$ cat src/rtl/ir_command_receiver_if.sv
// ----------------------------------------------------------------------------
// ir_command_receiver_if
// Groups the IR receiver line and the decoded-command outputs of the SIRC
// command receiver into one bundle.
//
// Signals:
//   ir_in          demodulated IR line, low = carrier burst (mark), high = space
//   command[11:0]  last valid decoded frame ([11:7] angle, [6:0] distance)
//   command_ready  one-cycle pulse, command is valid and new
//   frame_error    one-cycle pulse, a frame was aborted
//
// Modports:
//   master  the receiver itself (reads ir_in, drives the command outputs)
//   slave   the surrounding system (drives ir_in, consumes the command)
// ----------------------------------------------------------------------------
interface ir_command_receiver_if;
   logic        ir_in;
   logic [11:0] command;
   logic        command_ready;
   logic        frame_error;

   modport master (
      input  ir_in,
      output command,
      output command_ready,
      output frame_error
   );

   modport slave (
      output ir_in,
      input  command,
      input  command_ready,
      input  frame_error
   );
endinterface

$ cat src/rtl/ir_command_receiver.sv
// ----------------------------------------------------------------------------
// ir_command_receiver
// Decodes 12-bit SIRC remote-control frames from a demodulated IR receiver.
// A frame is a start mark of about 4U, then 12 bits, each a space of about U
// followed by a mark of U (bit 0) or 2U (bit 1). Bits arrive LSB first.
//
// Parameters:
//   UNIT_CYCLES  clock cycles per 600 us base unit U (16200 at 27 MHz)
//
// Ports:
//   clock   system clock, all state changes on its rising edge
//   reset   asynchronous, active-high reset
//   bus     ir_command_receiver_if.master
//             ir_in          raw asynchronous IR line (low = mark)
//             command        last valid 12-bit frame, held between frames
//             command_ready  one-cycle pulse when command is updated
//             frame_error    one-cycle pulse when a frame is aborted
// ----------------------------------------------------------------------------
module ir_command_receiver #(
   parameter int UNIT_CYCLES = 16200
) (
   input logic                   clock,
   input logic                   reset,
   ir_command_receiver_if.master bus
);

   // Timing windows, all in clock cycles, derived from U by integer division.
   localparam int START_MIN_I   = 3 * UNIT_CYCLES;
   localparam int START_MAX_I   = 5 * UNIT_CYCLES;
   localparam int BIT_MIN_I     = UNIT_CYCLES / 2;
   localparam int BIT_ONE_MIN_I = (3 * UNIT_CYCLES) / 2;
   localparam int BIT_MAX_I     = (5 * UNIT_CYCLES) / 2;
   localparam int SPACE_MAX_I   = 2 * UNIT_CYCLES;

   // The counter is wide enough that it can never saturate before the
   // longest legal interval (the start mark) has timed out.
   localparam int CNT_W = $clog2(START_MAX_I + 2) + 1;
   localparam int LEN_W = CNT_W + 1;

   localparam logic [LEN_W-1:0] START_MIN   = LEN_W'(START_MIN_I);
   localparam logic [LEN_W-1:0] START_MAX   = LEN_W'(START_MAX_I);
   localparam logic [LEN_W-1:0] BIT_MIN     = LEN_W'(BIT_MIN_I);
   localparam logic [LEN_W-1:0] BIT_ONE_MIN = LEN_W'(BIT_ONE_MIN_I);
   localparam logic [LEN_W-1:0] BIT_MAX     = LEN_W'(BIT_MAX_I);
   localparam logic [LEN_W-1:0] SPACE_MAX   = LEN_W'(SPACE_MAX_I);

   typedef enum logic [1:0] {
      IDLE,
      START_MARK,
      SPACE,
      BIT_MARK
   } state_t;

   state_t            state;
   logic              sync_meta;
   logic              ir_sync;
   logic              ir_prev;
   logic [1:0]        settle;
   logic [CNT_W-1:0]  count;
   logic [3:0]        bit_index;
   logic [11:0]       shift_reg;
   logic [11:0]       command_q;
   logic              ready_q;
   logic              error_q;

   logic              settled;
   logic              is_fall;
   logic              is_rise;
   logic [LEN_W-1:0]  edge_len;
   logic [LEN_W-1:0]  run_len;
   logic              bit_value;
   logic [11:0]       shifted;

   // The synchronizer and edge flops come out of reset at 1, which is not a
   // real observation of the line. Edges are trusted only once three genuine
   // samples have flowed through, so a line already low at reset release
   // cannot look like a fresh falling edge.
   assign settled  = (settle == 2'd3);
   assign is_fall  = settled & ir_prev & ~ir_sync;
   assign is_rise  = settled & ~ir_prev & ir_sync;

   // The counter is zeroed in the cycle of an edge and counts up afterwards,
   // so when the next edge arrives it holds (length - 1); while the level is
   // still running, the cycles seen so far including the current one is
   // count + 2.
   assign edge_len  = {1'b0, count} + LEN_W'(1);
   assign run_len   = {1'b0, count} + LEN_W'(2);
   assign bit_value = (edge_len >= BIT_ONE_MIN);
   assign shifted   = {bit_value, shift_reg[11:1]};

   assign bus.command       = command_q;
   assign bus.command_ready = ready_q;
   assign bus.frame_error   = error_q;

   // Synchronizer, interval counter and frame decoder. Every abort path
   // clears the partial frame and returns to IDLE without touching command,
   // so a broken frame never disturbs the last good one. The outputs are
   // registered pulses that default low each cycle.
   always_ff @(posedge clock or posedge reset) begin
      if (reset) begin
         state     <= IDLE;
         sync_meta <= 1'b1;
         ir_sync   <= 1'b1;
         ir_prev   <= 1'b1;
         settle    <= 2'd0;
         count     <= '0;
         bit_index <= 4'd0;
         shift_reg <= 12'h000;
         command_q <= 12'h000;
         ready_q   <= 1'b0;
         error_q   <= 1'b0;
      end else begin
         sync_meta <= bus.ir_in;
         ir_sync   <= sync_meta;
         ir_prev   <= ir_sync;

         if (!settled) begin
            settle <= settle + 2'd1;
         end

         if (ir_sync != ir_prev) begin
            count <= '0;
         end else if (count != '1) begin
            count <= count + CNT_W'(1);
         end

         ready_q <= 1'b0;
         error_q <= 1'b0;

         case (state)
            IDLE: begin
               if (is_fall) begin
                  state <= START_MARK;
               end
            end

            START_MARK: begin
               if (is_rise) begin
                  if (edge_len >= START_MIN && edge_len <= START_MAX) begin
                     state     <= SPACE;
                     bit_index <= 4'd0;
                     shift_reg <= 12'h000;
                  end else begin
                     error_q   <= 1'b1;
                     shift_reg <= 12'h000;
                     bit_index <= 4'd0;
                     state     <= IDLE;
                  end
               end else if (!ir_sync && run_len > START_MAX) begin
                  error_q   <= 1'b1;
                  shift_reg <= 12'h000;
                  bit_index <= 4'd0;
                  state     <= IDLE;
               end
            end

            SPACE: begin
               if (is_fall) begin
                  if (edge_len <= SPACE_MAX) begin
                     state <= BIT_MARK;
                  end else begin
                     error_q   <= 1'b1;
                     shift_reg <= 12'h000;
                     bit_index <= 4'd0;
                     state     <= IDLE;
                  end
               end else if (ir_sync && run_len > SPACE_MAX) begin
                  error_q   <= 1'b1;
                  shift_reg <= 12'h000;
                  bit_index <= 4'd0;
                  state     <= IDLE;
               end
            end

            BIT_MARK: begin
               if (is_rise) begin
                  if (edge_len < BIT_MIN) begin
                     error_q   <= 1'b1;
                     shift_reg <= 12'h000;
                     bit_index <= 4'd0;
                     state     <= IDLE;
                  end else if (bit_index == 4'd11) begin
                     command_q <= shifted;
                     ready_q   <= 1'b1;
                     shift_reg <= 12'h000;
                     bit_index <= 4'd0;
                     state     <= IDLE;
                  end else begin
                     shift_reg <= shifted;
                     bit_index <= bit_index + 4'd1;
                     state     <= SPACE;
                  end
               end else if (!ir_sync && run_len > BIT_MAX) begin
                  error_q   <= 1'b1;
                  shift_reg <= 12'h000;
                  bit_index <= 4'd0;
                  state     <= IDLE;
               end
            end

            default: begin
               state <= IDLE;
            end
         endcase
      end
   end

endmodule

$ cat src/flat_wrapper.sv
// flat-port wrapper written by rule: the top's interface ports become plain ports
module ir_command_receiver_flat 
#(
   parameter int UNIT_CYCLES = 16200
)
  (clock, reset, bus_ir_in, bus_command, bus_command_ready, bus_frame_error);
  ir_command_receiver_if bus_i ();
  input logic clock;
  input logic reset;
  input wire logic [$bits(bus_i.ir_in)-1:0] bus_ir_in;
  output wire logic [$bits(bus_i.command)-1:0] bus_command;
  output wire logic [$bits(bus_i.command_ready)-1:0] bus_command_ready;
  output wire logic [$bits(bus_i.frame_error)-1:0] bus_frame_error;
  assign bus_i.ir_in = bus_ir_in;
  assign bus_command = bus_i.command;
  assign bus_command_ready = bus_i.command_ready;
  assign bus_frame_error = bus_i.frame_error;
  ir_command_receiver #(.UNIT_CYCLES(UNIT_CYCLES)) u_core (.clock(clock), .reset(reset), .bus(bus_i));
endmodule
$ cat config.mk
export PLATFORM = sky130hd
export DESIGN_NAME = ir_command_receiver_flat
export DESIGN_NICKNAME = d
export VERILOG_FILES = /design/src/rtl/ir_command_receiver_if.sv /design/src/rtl/ir_command_receiver.sv /design/src/flat_wrapper.sv
export SDC_FILE = /design/constraint.sdc
export NUM_CORES = 1
export LEC_CHECK = 0
export CORE_MARGIN = 3
export CORE_UTILIZATION = 25
export DETAILED_ROUTE_END_ITERATION = 10
export SKIP_CTS_REPAIR_TIMING = 1
export SYNTH_ARGS = -nofsm -noshare
export SYNTH_HDL_FRONTEND = slang
export SYNTH_SLANG_ARGS = --single-unit
$ cat constraint.sdc
create_clock -name clock -period 3.9 [get_ports clock]
set_clock_uncertainty 0.15 [all_clocks]
set_input_delay 0.78 -clock clock [delete_from_list [all_inputs] [get_ports clock]]
set_output_delay 0.78 -clock clock [all_outputs]
set_load 0.02 [all_outputs]
==> key figures, run 1 <==
Synthesis
  – Mapped Area: 0.00360 sq mm
  – Post-synthesis sequential area ratio: 0.377
  – Syn_area_per_cell: 9.82 sq um
  – Synth warn: 0
  – Async SR Flop Fraction: 1.00
  – Synth Instances: 366
  – Net Count, Synth: 374
  – FF+latch count, synth: 54
  – Number of synthesized flops with an enable pin: 0
  – Library cells used by synthesis: 71
  – Synth Flop Type: dfrtp_1

Clock tree
  – Worst-path clk slew: 0.07 ns
  – CTS tree: done
  – Clk Latency, worst-skew pair: 0.30 ns
  – Clk buf depth: 2
  – CTS root buf: clkbuf_16
  – # H-tree levels: 2
  – Clk sinks: 54
  – CTS Buf Count: 5

Placed design
  – HPWL after detailed placement: 6060 um
  – IO buf count: 16
  – Gpl congestion: 0.924
  – Setup slack at placement: 0.344 ns

Flow run
  – Max cap viols: 0

Critical path
  – Cell mode on critical path: o211ai_2
  – Worst EP required: 3.99 ns
  – WP data arrival: 3.66 ns
  – Slowest CP cell: a211oi_4
  – Cell family with most CP delay: compound AO/OA/AOI/OAI gates
  – Slowest Stage Delay on Critical Path: 0.60 ns
  – Setup crit start kind: flop
  – WS Path Type: flop to flop
  – Worst setup EP type: flop
  – Buffers & Inverters on Critical Path: 0
  – Worst-path cell chain: ha_1 > nand4_4 > nor4_1 > xnor2_1 > o211ai_2 > a31oi_1 > o211ai_2 > a211oi_4 > mux2_2
  – Critical Path Fanout Max: 16

Finish
  – Ant. Diodes: 0
  – Synthesis-to-finish area growth: 13.5%
  – Share of layout cells above drive strength 1: 0.165
  – Max reg flops: 18
  – Nets: 383

STA
  – Final worst slack: 0.330 ns
  – Setup Viol. Count Final: 0
  – Max Fclk: 0.280 GHz
  – Slew @ Worst Pin: 1.09 ns
  – Pins over their slew limit: 0
  – RSZ-0062 raised after global routing: false
  – Tcrit/Tclk final: 0.915
  – Slew headroom: 0.275
  – Final setup TNS: 0 ns
  – Minimum clock period after layout: 3.57 ns
  – Final Hold Viols: 0

Detailed routing
  – Initial DRC Count: 174
  – Vias per cell: 5.22
  – Final WL: 8230 um
  – DR vias: 2,903
  – Residual DRC: 0
  – DRT Pass-1 Iters: 4
  – Final ANT Viol Nets: 0
  – Routed length per instance: 14.8 um

Floorplan
  – Core Box Area: 0.0140 sq mm
  – Initial Utilization: 0.257
  – Die height: 126 um
  – Chip width: 126 um
  – Die area: 0.0159 sq mm
  – Row cnt: 43
  – I/O pin cnt: 17

Global route
  – Total GRT Usage: 0.106
  – First-pass GRT wire length: 14,100 um
  – Vias in the first global route: 2,866
  – Total gr overflow: 0
  – Initial antenna violation count: 0
  – Largest net degree at the start of global routing: 55

Outcome
  – Status: completed

Pwr
  – Peak VDD IR: 0.165 mV
  – Total power density per cell area: 288 mW/mm^2
  – Static leakage: 1.66 nW

Min path
  – HP Class: flop to flop
==> worst paths after layout <==
check                                 start                   to  cells past startpoint  slack (ns)
setup / recovery            u_core.count[1]  u_core.bit_index[0]                      9        0.33
hold / removal             u_core.sync_meta       u_core.ir_sync                      0        0.21
setup reg to reg            u_core.count[1]  u_core.bit_index[0]                      9        0.33
hold reg to reg            u_core.sync_meta       u_core.ir_sync                      0        0.21
max in group asynchronous             reset       u_core.ir_sync                      3        1.96
min in group asynchronous             reset      u_core.state[1]                      2        0.92
==> cells by family (layout without fill, tap and decap cells) <==
family	Yosys count	after routing	share of synthesized area
buffers and inverters	39	49	0.0550
flip-flops	54	54	0.377
AO/OA/AOI/OAI	96	96	0.202
multiplexers	16	16	0.0588
AND/OR/NAND/NOR	131	131	0.229
XOR/XNOR	25	25	0.0609
adder cells (fa/ha/maj)	5	5	0.0174
==> final cells by class <==
| type | instances | area [sq um] |
|---|---|---|
| fillers | 1445 | 9910 |
| inverters | 12 | 45.0 |
| well taps | 180 | 225 |
| flip-flops and latches | 54 | 1360 |
| multi-input cells | 273 | 2040 |
| repair buffers | 29 | 258 |
| clock buffers | 5 | 125 |
| clock inverters | 3 | 28.8 |
==> through the flow <==
step | utilization | instance area [sq um] | power (W) | hold WS, ns | std cells
2_1_floorplan | - | 3600 | 0.000685 | 0.195 | 366
3_3_place_gp | 0.281 | 3930 | 0.000717 | 0.198 | 548
3_5_place_dp | 0.281 | 3930 | 0.000721 | 0.199 | 548
4_1_cts | 0.292 | 4080 | 0.00119 | 0.211 | 556
5_1_grt | 0.292 | 4080 | 0.00123 | 0.215 | 556
6_report | 0.292 | 4080 | 0.00117 | 0.209 | 556
==> layer usage <==
metal | up-vias | global-route usage | share of wire
met3 | 15 | 0.0165 | 0.040
met2 | 59 | 0.169 | 0.47
met4 | 0 | 0.0435 | 0.027
met1 | 1437 | 0.144 | 0.47
li1 | 1392 | - | -
met5 | - | 0 | 0
==> power by group <==
part           switching (W)  internal (W)  total, W
Sequential        0.00000908      0.000570  0.000579
Clock               0.000217      0.000246  0.000463
Combinational      0.0000844     0.0000468  0.000131
Total               0.000311      0.000863   0.00117
==> cells in the final DEF, fill, tap and decap left out, types with 4 or more instances in the layout <==
cell type        netlist  layout
o21ai_0               10      10
dfrtp_1               51      51
nor4_1                 6       6
a31oi_1                4       4
nor2_1                15      15
inv_1                 12      11
ha_1                   5       5
and3_1                 4       4
a21oi_1               26      26
or3_1                  6       6
nand2_1               19      19
nor2b_1                7       7
and4_1                 5       5
nand3b_1               4       4
mux2_4                 9       9
mux2_2                 5       5
nand3_1               20      20
xnor2_1               20      20
clkdlybuf4s50_1        0      16
a22o_1                13      13
nor3_1                15      15
xor2_1                 5       5
nand4_1                8       8
buf_4                  8      13
clkbuf_16              0       5
==> cells in the mapped netlist, types with 3 or more instances <==
cell type / n / area [sq um]
a21boi_0: 3 / 22.5
a21oi_1: 26 / 130
a22o_1: 13 / 114
a31oi_1: 4 / 25.0
and3_1: 4 / 25.0
and4_1: 5 / 43.8
buf_2: 11 / 55.1
buf_4: 8 / 60.1
clkbuf_1: 7 / 26.3
dfrtp_1: 51 / 1280
dfstp_2: 3 / 78.8
ha_1: 5 / 62.6
inv_1: 12 / 45.0
mux2_2: 5 / 56.3
mux2_4: 9 / 135
nand2_1: 19 / 71.3
nand3_1: 20 / 100
nand3b_1: 4 / 30.0
nand4_1: 8 / 50.1
nand4_4: 3 / 63.8
nor2_1: 15 / 56.3
nor2b_1: 7 / 43.8
nor3_1: 15 / 75.1
nor4_1: 6 / 37.5
nor4_2: 3 / 37.5
o211ai_1: 3 / 22.5
o21ai_0: 10 / 50.1
or3_1: 6 / 37.5
xnor2_1: 20 / 175
xor2_1: 5 / 43.8
No activity file was read; power rests on OpenSTA's default activity.
==> inputs of run 2 (changes only) <==
SKIP_CTS_REPAIR_TIMING = default   (was 1)
==> results of run 2 <==
Same layout as run 1: the final DEF is identical, and so are final timing and power.
==> inputs of run 3 (changes only) <==
CORE_UTILIZATION = 50   (was 25)
PLACE_DENSITY = 0.68   (was default)
==> key figures, run 3 (same netlist as run 1, synthesis figures left out) <==
Pwr
  – Peak VDD IR: 0.257 mV (+56%)
  – Total power density per cell area: 260 mW/mm^2 (-9.6%)
  – Static leakage: 1.62 nW (-2.0%)

Floorplan
  – Initial Utilization: 0.523 (+0.266)
  – Die area: 0.00825 sq mm (-48%)
  – Core Box Area: 0.00687 sq mm (-51%)
  – Die height: 90.8 um (-28%)
  – Chip width: 90.8 um (-28%)
  – Row cnt: 30 (-30%)
  – I/O pin cnt: 17 (unchanged)

Clock tree
  – Hold-fix buffers at CTS: 0
  – Clk buf depth: 2 (unchanged)
  – Clk sinks: 54 (unchanged)
  – Clk Latency, worst-skew pair: 0.31 ns (about the same)
  – Setup Fix Bufs, Post-CTS: 0
  – Worst-path clk slew: 0.10 ns (+0.03 ns)
  – CTS tree: done
  – PostCTS Resize Cnt: 0
  – CTS root buf: clkbuf_8
  – CTS Buf Count: 5 (unchanged)
  – # H-tree levels: 2 (unchanged)

Critical path
  – WP data arrival: 3.68 ns (+0.02 ns)
  – Crit. path cell count: 9 (unchanged)
  – R2r setup slk: 0.28 ns (-0.05 ns)
  – Worst setup EP type: flop
  – Worst EP required: 3.96 ns (-0.03 ns)
  – R2r endpoint: u_core.bus.command[7]
  – Setup crit start kind: flop
  – Slowest CP cell: dfrtp_1
  – FF-to-FF Start: u_core.count[0]
  – CP startpoint: u_core.count[0]
  – WS Path Type: flop to flop
  – Worst R2R Path Depth: 9 (unchanged)
  – Worst-path cell chain: ha_1 > nand4_1 > or4_4 > xor2_1 > nand2_1 > a311oi_2 > nor2_4 > nand3_2 > mux2_2
  – Cell family with most CP delay: simple AND/OR/NAND/NOR gates
  – Buffers & Inverters on Critical Path: 0 (unchanged)
  – Slowest Stage Delay on Critical Path: 0.56 ns (-0.04 ns)
  – Critical Path Fanout Max: 13 (-3)
  – Worst setup path endpoint: u_core.bus.command[7]

Finish
  – Ant. Diodes: 0 (unchanged)
  – Most frequent cells in the layout: dfrtp_1, a21oi_1, nand3_1, xnor2_1, nand2_1
  – Commonest non-fill, non-tap cell in the layout: dfrtp_1
  – Layout Cells excl Fill: 472 (-15%)
  – Nets: 383 (unchanged)
  – Max reg flops: 18 (unchanged)
  – Share of layout cells above drive strength 1: 0.165 (unchanged)
  – Design area: 0.00391 sq mm (-4.1%)
  – Synthesis-to-finish area growth: 8.77%

STA
  – Setup Viol. Count Final: 0 (unchanged)
  – Final Hold Viols: 0 (unchanged)
  – Slew @ Worst Pin: 0.623 ns (-0.462 ns)
  – RSZ-0062 raised after global routing: false
  – Max Fclk: 0.276 GHz (-1.4%)
  – Pins over their slew limit: 0 (unchanged)
  – Minimum clock period after layout: 3.62 ns (+0.0490 ns)
  – Slew headroom: 0.585 (+0.309)
  – Final setup TNS: 0 ns (unchanged)
  – Tcrit/Tclk final: 0.928 (+0.0126)

Detailed routing
  – WL met3: 303 um (-8.2%)
  – Initial DRC Count: 219 (+26%)
  – DR vias: 2,908 (+0.17%)
  – Final ANT Viol Nets: 0 (unchanged)
  – Residual DRC: 0 (unchanged)
  – Top Layer Used: met4
  – DRT met1 WL: 3860 um (+0.78%)
  – DRT Pass-1 Iters: 5 (+1)
  – Vias per cell: 6.16 (+18%)
  – Routed length per instance: 17.0 um (+15%)
  – Met2 wire length: 3730 um (-3.0%)
  – Final WL: 8030 um (-2.4%)

Global route
  – Total gr overflow: 0 (unchanged)
  – Initial antenna violation count: 0 (unchanged)
  – First-pass GRT wire length: 13,800 um (-2.3%)
  – Total GRT Usage: 0.204 (+0.0975)
  – Largest net degree at the start of global routing: 29 (-47%)
  – Vias in the first global route: 2,800 (-2.3%)

Outcome
  – Status: completed

Flow run
  – Max cap viols: 0 (unchanged)

Placed design
  – Placed cell areas: 0.00382 sq mm (-2.7%)
  – Gpl congestion: 0.891 (-3.6%)
  – HPWL after detailed placement: 6020 um (-0.72%)
  – IO buf count: 16 (unchanged)
  – Placed cells: 464 (-15%)

Min path
  – HP Class: flop to flop
-- run 3: cell types whose count changed in the layout (fill, tap and decap cells not counted), sizes merged --
cell      change
inv           -2
clkinv        +1
clkinvlp      +1
-- run 3: metal layers --
metal,track usage,vias up
met2,0.327,78
li1,-,1398
met4,0.0678,0
met1,0.284,1420
met5,0,-
met3,0.0267,12
-- run 3: worst min-delay path by stage --
stage                      from             end  slack, ns  cells past startpoint
6_report       u_core.sync_meta  u_core.ir_sync       0.21                      0
5_1_grt        u_core.sync_meta  u_core.ir_sync       0.22                      0
4_1_cts        u_core.sync_meta  u_core.ir_sync       0.21                      0
3_5_place_dp   u_core.sync_meta  u_core.ir_sync       0.20                      0
3_3_place_gp   u_core.sync_meta  u_core.ir_sync       0.20                      0
2_1_floorplan  u_core.sync_meta  u_core.ir_sync       0.20                      0
-- run 3: metrics by stage --
step / power [W] / setup WS, ns / utilization / hold WS (ns)
2_1_floorplan: 0.000685 / 0.810 / - / 0.195
3_3_place_gp: 0.000715 / 0.353 / 0.556 / 0.197
3_5_place_dp: 0.000717 / 0.344 / 0.556 / 0.197
4_1_cts: 0.00103 / 0.320 / 0.569 / 0.211
5_1_grt: 0.00106 / 0.0500 / 0.569 / 0.220
6_report: 0.00102 / 0.281 / 0.569 / 0.210
-- run 3: final cells by class --
cell class	count	area, sq um
clock buffers	5	68.8
well taps	96	120
fillers	609	2960
repair buffers	29	258
flip-flops and latches	54	1360
multi-input cells	273	2040
clock inverters	3	21.3
inverters	12	45.0
-- run 3: power by group --
part | switching [W] | internal [W] | total [W]
sequential | 0.0000174 | 0.000570 | 0.000587
combinational | 0.0000754 | 0.0000437 | 0.000119
clock | 0.000185 | 0.000126 | 0.000311
total | 0.000278 | 0.000740 | 0.00102
-- run 3: worst reg2reg max path, delay by kind of cell (launching register included) --
kind | cells | cell delay (ns)
AO/OA/AOI/OAI | 1 | 0.37
adder cells (fa/ha/maj) | 1 | 0.34
flip-flops | 1 | 0.56
AND/OR/NAND/NOR | 5 | 1.38
XOR/XNOR | 1 | 0.36
multiplexers | 1 | 0.38
==> RTL edit (flow settings as in run 1) <==
`UNIT_CYCLES` is set to 16200 in 2 places; all go to 32400. Comments in the files are not updated.
--- a/src/rtl/ir_command_receiver.sv
+++ b/src/rtl/ir_command_receiver.sv
@@ -17,7 +17,7 @@
 //             frame_error    one-cycle pulse when a frame is aborted
 // ----------------------------------------------------------------------------
 module ir_command_receiver #(
-   parameter int UNIT_CYCLES = 16200
+   parameter int UNIT_CYCLES = 32400
 ) (
    input logic                   clock,
    input logic                   reset,
--- a/src/flat_wrapper.sv
+++ b/src/flat_wrapper.sv
@@ -1,7 +1,7 @@
 // flat-port wrapper written by rule: the top's interface ports become plain ports
 module ir_command_receiver_flat 
 #(
-   parameter int UNIT_CYCLES = 16200
+   parameter int UNIT_CYCLES = 32400
 )
   (clock, reset, bus_ir_in, bus_command, bus_command_ready, bus_frame_error);
   ir_command_receiver_if bus_i ();
Formal check against the unedited RTL: no difference found for any inputs over 10 cycles, from zero or initial values and one cycle with reset high; that may be too few to reach the edited logic, so the function may still have changed.
==> RTL edit against run 1 <==
Sequential cell count grew 1. Design area down 2.5%. Setup slack worse by 0.079 ns. Power decreased by 2.8%. Area after synthesis down 4.5%. Sequential power rose by 4.3%. First-iteration DRC count is 14% lower. Global-route usage is 0.34 points higher. Synthesized cell count down 4.9%. Wire length is 2.7% lower. Largest power group unchanged. Highest routed layer unchanged.
==> RTL edit: results (changes against run 1) <==
- Outcome: finished clean
- Post-Syn Instances: 348 (-4.9%)
- Setup WS pre-CTS: 0.277 ns (-0.0677 ns)
- Met3 global-route usage: 1.78% (+0.13 points)
- Met1 wire length: 3910 um (+2.0%)
- Pre-antenna DRT Iters: 5 (+1)
- Layout net count: 373 (-2.6%)
- R2R Setup Slk: 0.25 ns (-0.08 ns)
- Detailed Route WL: 8000 um (-2.7%)
- Share of cells above drive strength 1: 14.5% (-2.0 points)
- Unique masters post-synth: 65 (-8.5%)
- Met3 wire len: 275 um (-17%)
- Peak supply drop: 0.182 mV (+11%)
- Slowest CP cell: or4_1
- DP HPWL: 5890 um (-2.8%)
- Crit path DAT: 3.67 ns (about the same)
- Post-route insts no fill: 541 (-2.7%)
- Leak: 1.65 nW (-0.79%)
- Post-synth net total: 357 (-4.5%)
- Placed Instances: 533 (-2.7%)
- Hold Crit Endpoint: u_core.ir_sync
- Internal Power: 0.884 mW (+2.4%)
- Commonest cells post-synth: dfrtp_1 (52), a21oi_1 (29), xnor2_1 (23), nand2_1 (21), nor2_1 (19)
- Reg-to-reg endpoint: u_core.bus.command[8]
- Path type of the worst min-delay path: register to register
- Global routing usage on met1: 15.1% (+0.68 points)
- Via density per instance: 5.06 (-3.1%)
- DR WL met2: 3700 um (-3.9%)
- # fillers: 1431 (-0.97%)
- Starting DRC count in detailed routing: 149 (-14%)
- GPL Wtd Cong: 0.895 (-3.1%)
- Vias in the first global route: 2727 (-4.8%)
- Largest delay share family, worst path: simple AND/OR/NAND/NOR gates
- Crit-path max FO: 13 (-3)
- Max transition margin: 43.7% (+16 points)
- Worst R2R Path Depth: 10 (+1)
- Max reg flops: 19 (+1)
- Largest stage delay on the critical path: 0.55 ns (-0.05 ns)
- Synth area leaders: dfrtp_1 (38%), xnor2_1 (5.9%), a21oi_1 (4.2%)
- Largest net degree at the start of global routing: 43 (-22%)
- Met2 Use GR: 17.6% (+0.70 points)
RTL edit: layout make-up:
class,count,area [um^2],area share [%]
Clock buffer,8,156,3.93
Inverter,11,41.3,1.04
Multi-Input combinational cell,258,1890,47.5
Sequential cell,55,1380,34.7
Tap cell,176,220,5.54
Timing Repair Buffer,33,288,7.24
RTL edit: worst max-delay path by stage:
stage / startpoint / to / slack [ns]
3_3_place_gp: u_core.count[1] / u_core.bus.command[7] / 0.38
5_1_grt: u_core.count[1] / u_core.bus.command[7] / 0.02
3_5_place_dp: u_core.count[1] / u_core.bus.command[7] / 0.28
4_1_cts: u_core.count[1] / u_core.bus.command[7] / 0.24
2_1_floorplan: u_core.count[1] / u_core.bus.command[0] / 0.53
6_report: u_core.count[1] / u_core.bus.command[8] / 0.25
RTL edit: per-stage QoR:
| stage | hold WS (ns) | power, mW | instance area (um^2) |
|---|---|---|---|
| final | 0.210 | 1.14 | 3980 |
| after CTS | 0.210 | 1.16 | 3980 |
| after global routing | 0.214 | 1.19 | 3980 |
| after floorplan | 0.195 | 0.666 | 3440 |
| after global placement | 0.199 | 0.689 | 3820 |
| after detailed placement | 0.200 | 0.691 | 3820 |
RTL edit: power by group through the flow:
stage / Sequential [mW] / Clock [mW] / Combinational, mW
6_report: 0.604 / 0.462 / 0.0757
5_1_grt: 0.607 / 0.497 / 0.0866
2_1_floorplan: 0.607 / 0 / 0.0589
4_1_cts: 0.604 / 0.476 / 0.0772
3_3_place_gp: 0.613 / 0 / 0.0758
3_5_place_dp: 0.614 / 0 / 0.0768
RTL edit: cell families after synthesis:
family	count (synthesis)	share of synthesized area, %
flops	55	40.2
mux	15	5.90
buf+inv	35	4.81
xor+xnor	33	8.41
fa+ha+maj	6	2.18
compound gates	89	18.3
simple gates	115	20.2
